--- src/rtl/calc_pkg.sv ---
// rtl/calc_pkg.sv - shared width constant and divider state encoding
package calc_pkg;

    localparam int DATA_W = 8;

    typedef enum logic [1:0] {
        IDLE,
        LOOP,
        FIX,
        DONE
    } div_state_t;

endpackage

--- src/rtl/subtractor.sv ---
// rtl/subtractor.sv - zero-extended subtractor, bit DATA_W of diff is the borrow
module subtractor
    import calc_pkg::*;
(
    input  logic [DATA_W-1:0] a,
    input  logic [DATA_W-1:0] b,
    output logic [DATA_W:0]   diff
);

    assign diff = {1'b0, a} - {1'b0, b};

endmodule

--- src/rtl/div_sequencer.sv ---
// rtl/div_sequencer.sv - repeated-subtraction divider; DIV_SIGNED_EN enables two's complement operands
module div_sequencer
    import calc_pkg::*;
(
    input  logic              clk,
    input  logic              reset,
    input  logic              start,
    input  logic [DATA_W-1:0] dividend,
    input  logic [DATA_W-1:0] divisor,
    output logic              busy,
    output logic              done,
    output logic [DATA_W-1:0] quotient,
    output logic [DATA_W-1:0] remainder,
    output logic              div_zero,
    output logic              overflow
);

    div_state_t        state, state_nxt;
    logic [DATA_W-1:0] rem_w, quo_w, dvs_w;
    logic [DATA_W-1:0] mag_a, mag_b;
    logic [DATA_W-1:0] fix_q, fix_r;
    logic [DATA_W:0]   diff;
    logic              borrow;
    logic              dz_w;

    subtractor u_sub (
        .a    (rem_w),
        .b    (dvs_w),
        .diff (diff)
    );

    assign borrow = diff[DATA_W];

`ifdef DIV_SIGNED_EN
    logic sa_w, sb_w;
    logic fix_ovf;
    logic ovf_r;

    // -128 has no positive twin; as an unsigned magnitude it is simply 8'h80
    assign mag_a = dividend[DATA_W-1] ? -dividend : dividend;
    assign mag_b = divisor[DATA_W-1]  ? -divisor  : divisor;

    always_comb begin
        fix_q   = (sa_w ^ sb_w) ? -quo_w : quo_w;
        fix_r   = sa_w ? -rem_w : rem_w;
        fix_ovf = !(sa_w ^ sb_w) && quo_w[DATA_W-1];
        if (dz_w) begin
            fix_q   = '1;
            fix_ovf = 1'b0;
        end
    end

    always_ff @(posedge clk or posedge reset) begin
        if (reset) begin
            sa_w  <= 1'b0;
            sb_w  <= 1'b0;
            ovf_r <= 1'b0;
        end else if (state == IDLE && start) begin
            sa_w  <= dividend[DATA_W-1];
            sb_w  <= divisor[DATA_W-1];
        end else if (state == FIX) begin
            ovf_r <= fix_ovf;
        end
    end

    assign overflow = ovf_r;
`else
    assign mag_a    = dividend;
    assign mag_b    = divisor;
    assign fix_q    = dz_w ? '1 : quo_w;
    assign fix_r    = rem_w;
    assign overflow = 1'b0;
`endif

    always_ff @(posedge clk or posedge reset) begin
        if (reset) begin
            state <= IDLE;
        end else begin
            state <= state_nxt;
        end
    end

    // A zero divisor skips the loop; FIX still publishes the results one edge later
    always_comb begin
        state_nxt = state;
        case (state)
            IDLE:    if (start) state_nxt = (divisor == '0) ? FIX : LOOP;
            LOOP:    if (borrow) state_nxt = FIX;
            FIX:     state_nxt = DONE;
            DONE:    state_nxt = IDLE;
            default: state_nxt = IDLE;
        endcase
    end

    always_ff @(posedge clk or posedge reset) begin
        if (reset) begin
            rem_w     <= '0;
            quo_w     <= '0;
            dvs_w     <= '0;
            dz_w      <= 1'b0;
            quotient  <= '0;
            remainder <= '0;
            div_zero  <= 1'b0;
        end else begin
            case (state)
                IDLE: begin
                    if (start) begin
                        rem_w <= mag_a;
                        quo_w <= '0;
                        dvs_w <= mag_b;
                        dz_w  <= (divisor == '0);
                    end
                end
                LOOP: begin
                    if (!borrow) begin
                        rem_w <= diff[DATA_W-1:0];
                        quo_w <= quo_w + 1'b1;
                    end
                end
                FIX: begin
                    quotient  <= fix_q;
                    remainder <= fix_r;
                    div_zero  <= dz_w;
                end
                default: ;
            endcase
        end
    end

    assign busy = (state != IDLE);
    assign done = (state == DONE);

endmodule

--- config.mk ---
export PLATFORM = sky130hd
export DESIGN_NAME = div_sequencer
export DESIGN_NICKNAME = d
export VERILOG_FILES = /design/src/rtl/calc_pkg.sv /design/src/rtl/subtractor.sv /design/src/rtl/div_sequencer.sv
export SDC_FILE = /design/constraint.sdc
export NUM_CORES = 1
export LEC_CHECK = 0
export BUFFER_PORTS_ARGS = -buffer_cell sky130_fd_sc_hd__buf_2
export CAP_MARGIN = 20
export CORE_MARGIN = 2
export CORE_UTILIZATION = 58
export CTS_BUF_LIST = sky130_fd_sc_hd__clkbuf_4 sky130_fd_sc_hd__clkbuf_8
export CTS_CLUSTER_SIZE = 24
export DETAILED_ROUTE_END_ITERATION = 12
export GPL_TIMING_DRIVEN = 0
export PLACE_DENSITY = 0.82
export SYNTH_ARGS = -nofsm -noshare
export SYNTH_HDL_FRONTEND = slang
export SYNTH_SLANG_ARGS = --single-unit
export TNS_END_PERCENT = 50
--- constraint.sdc ---
create_clock -name clk -period 3.45 [get_ports clk]
set_clock_uncertainty 0.05 [all_clocks]
set_input_delay 0.69 -clock clk [delete_from_list [all_inputs] [get_ports clk]]
set_output_delay 0.69 -clock clk [all_outputs]
set_load 0.02 [all_outputs]
==> flow_summary.json <==
{
  "run_status": "completed",
  "pins_over_slew_limit": 0,
  "max_freq_ghz": 0.3773,
  "synth.cell_area_sq_mm": 0.002431,
  "crit_required_ns": 3.59,
  "number_of_antenna_violations_at_the_first_check_in_global_routing": 0,
  "worst_path_largest_cell_delay_ns": 0.43,
  "layout.cells.most_common_list": "dfrtp_1 (44), buf_2 (39), mux2_2 (18)",
  "yosys_warning_count": 0,
  "area_occupied_by_multi_input_gates_sq_mm": 0.001219,
  "insertedDiodeCount": 0,
  "gr-total-overflow": 0,
  "clock_sink_count": 44,
  "cap_violations": 0,
  "die-area_sq_mm": 0.004725,
  "tritoncts_clock_tree": "yes",
  "antenna_violating_nets_post_route": 0,
  "worstSkewPairLatency_ns": 0.30,
  "internal_power_mw": 1.682,
  "place_hpwl_microns": 3782,
  "cp_cell_sequence": "inv_1 -> ha_1 -> inv_1 -> fa_1 -> a211oi_2 -> nor3_4 -> or2_1 -> buf_6 -> a21oi_4 -> mux2_1",
  "peakVddDrop_uv": 558.1,
  "gpl.final_weighted_congestion": 0.8648,
  "p_clk_frac": 0.112,
  "crit_path_frequent_cell": "inv_1",
  "crit_path_end_kind": "register",
  "share_of_total_power_in_combinational_logic": 0.591,
  "critPathSlowestCell": "fa_1",
  "pin_count": 39,
  "vias_in_the_first_global_route": 1747,
  "share_seq_of_total_power": 0.297,
  "share_of_the_yosys_chip_area_belonging_to_registers": 0.4529,
  "cts_hold_buffers": 0,
  "routed-via-count": 1875,
  "setup_violations": 0,
  "path_buf_inv": 3,
  "grt_first_pass_wirelength_microns": 8452,
  "nNetsFinal": 310,
  "clkSlewWorstSetupHoldPaths_ns": 0.08,
  "drt-vias-per-instance": 5.752,
  "cts_root_buffer": "clkbuf_8",
  "post_cts_buffers": 0,
  "r2r-start": "fix_r[0]",
  "grt_setup_unrepaired": "false",
  "most_common_cell_after_layout_fill_and_taps_aside": "dfrtp_1",
  "worst-endpoint-arrival_ns": 2.79,
  "sequential_cell_area_sq_mm": 0.001101,
  "fillerInstances": 325,
  "num_rows": 23,
  "synth_cell_types": 50,
  "power_density_mw_per_mm2": 1101,
  "chipWidth_microns": 68.74,
  "cts-buffers-inserted": 5,
  "die_height_microns": 68.74,
  "period_minus_slack_ns": 2.650,
  "ctsHtreeMaxLevel": 2,
  "detail_route.drc_violations": 0,
  "mappedNetlistNets": 265,
  "syn-instance-count": 231,
  "placement.io_buffers": 37,
  "detail_route.iter0.violations": 123,
  "holdCritPathClass": "input port to asynchronous set/reset pin",
  "ys_async_sr_fraction": 1.000,
  "min_period_over_period": 0.7683,
  "worstSetupPathType": "register to register",
  "timing.critical_path.from_type": "register",
  "timing_worst_slew_pin_value_ns": 0.6039,
  "relSlewSlack": 0.5947,
  "finish.cell_count_without_fillers": 326,
  "layout-drive-gt1-share": 0.2717,
  "power_switching_mw": 1.396,
  "dp.cells": 319,
  "p_leak_nw": 1.336,
  "number_of_enable_type_register_cells_in_the_synthesized_netlist": 0,
  "number_of_storage_elements_in_the_synthesis_netlist": 44,
  "core_area_sq_mm": 0.004029,
  "critical_path_peak_fanout": 8,
  "cpLargestDelayFamily": "adder cells",
  "netSwitchingFraction": 0.4536,
  "globalRouteTotalUtil": 0.2477,
  "synthesis.area_per_instance_sq_um": 10.52,
  "cts_repair_resize_count": 0,
  "synth_ff_type": "dfrtp_1",
  "drt_wl_total_microns": 5102,
  "avgRoutedWirePerCell_microns": 15.65,
  "final-hold-violation-count": 0,
  "detail_route.first_pass.iterations": 4,
  "largest_net_degree_at_the_start_of_global_routing": 27,
  "maximum_root_to_sink_buffer_count": 2,
  "initial_core_util": 0.6034,
  "synthToLayoutAreaGrowth_pct": 14.98,
  "worstSetupStartpoint": "fix_r[0]",
  "fin_tns_setup_ns": 0
}
stage by stage:
| stage | area [sq um] | setup slack, ns | hold slack, ns | util | total power [mW] |
|---|---|---|---|---|---|
| after global placement | 2679 | 0.8594 | 0.4257 | 0.6649 | 2.638 |
| final | 2795 | 0.7995 | 0.3349 | 0.6938 | 3.078 |
| after CTS | 2795 | 0.7811 | 0.3400 | 0.6938 | 3.077 |
| after detailed placement | 2699 | 0.8188 | 0.4320 | 0.6699 | 2.712 |
| after floorplan | 2431 | 1.017 | 0.4199 | - | 2.280 |
| after global routing | 2795 | 0.6458 | 0.3696 | 0.6938 | 3.332 |
cell type report:
type                            count  share of cell area
Multi-Input combinational cell    161              0.4360
Sequential cell                    44              0.3939
Timing Repair Buffer               38             0.07341
Clock buffer                        7             0.03447
Tap cell                           50             0.02238
Inverter                           16             0.02149
Buffer                             10             0.01835
worst paths after layout:
| path | end | slack (ns) | cells after the start |
|---|---|---|---|
| max | state[1] | 0.80 | 10 |
| min | fix_r[4] | 0.33 | 2 |
| max reg2reg | state[1] | 0.80 | 10 |
| min reg2reg | quotient[4] | 0.45 | 1 |
| max in group asynchronous | quo_w[6] | 2.53 | 3 |
| min in group clk | quotient[4] | 0.45 | 1 |
power by group through the flow:
stage	Combinational, mW	Sequential [mW]	Clock, mW
3_5_place_dp	1.79	0.921	0
6_report	1.82	0.914	0.345
2_1_floorplan	1.28	0.996	0
5_1_grt	2.01	0.945	0.377
3_3_place_gp	1.73	0.904	0
4_1_cts	1.81	0.911	0.353
registers in the layout (all words and copies together), names as in the netlist:
signal and flops:
quotient 8, remainder 8, dvs_w 8, div_zero 1
fix_r 8, state 2, quo_w 8, dz_w 1
synthesized netlist by cell type, types with 3 or more instances:
library cell,instances,share of area
nor2_1,16,0.025
inv_1,16,0.025
nand2b_1,4,0.010
nand2_1,13,0.020
or4_1,3,0.0093
mux2_2,18,0.083
o21ai_0,13,0.027
a21oi_1,12,0.025
o22a_1,9,0.032
mux2i_1,5,0.021
a31oi_1,4,0.010
nor3b_1,3,0.0093
nand3_1,7,0.014
clkbuf_1,6,0.0093
o211ai_1,3,0.0093
ha_1,14,0.072
and3_1,3,0.0077
dfrtp_1,44,0.45
metal layers:
| layer | routed length, microns | GRT usage |
|---|---|---|
| met1 | 2375 | 0.3481 |
| met2 | 2383 | 0.3702 |
| met3 | 253 | 0.05357 |
| met4 | 90 | 0.1054 |
| met5 | 0 | 0 |
cell families after synthesis:
family	count (synthesis)	share of synthesized area
AOI/OAI and AO/OA	60	0.1760
xor gates and xnor gates	4	0.01441
adders and majority gates	15	0.08029
buffers and inverters	26	0.04581
DFF	44	0.4529
muxes	24	0.1086
other	1	0.001543
and+or+nand+nor	57	0.1204
Power figures use the tool's default switching activity.
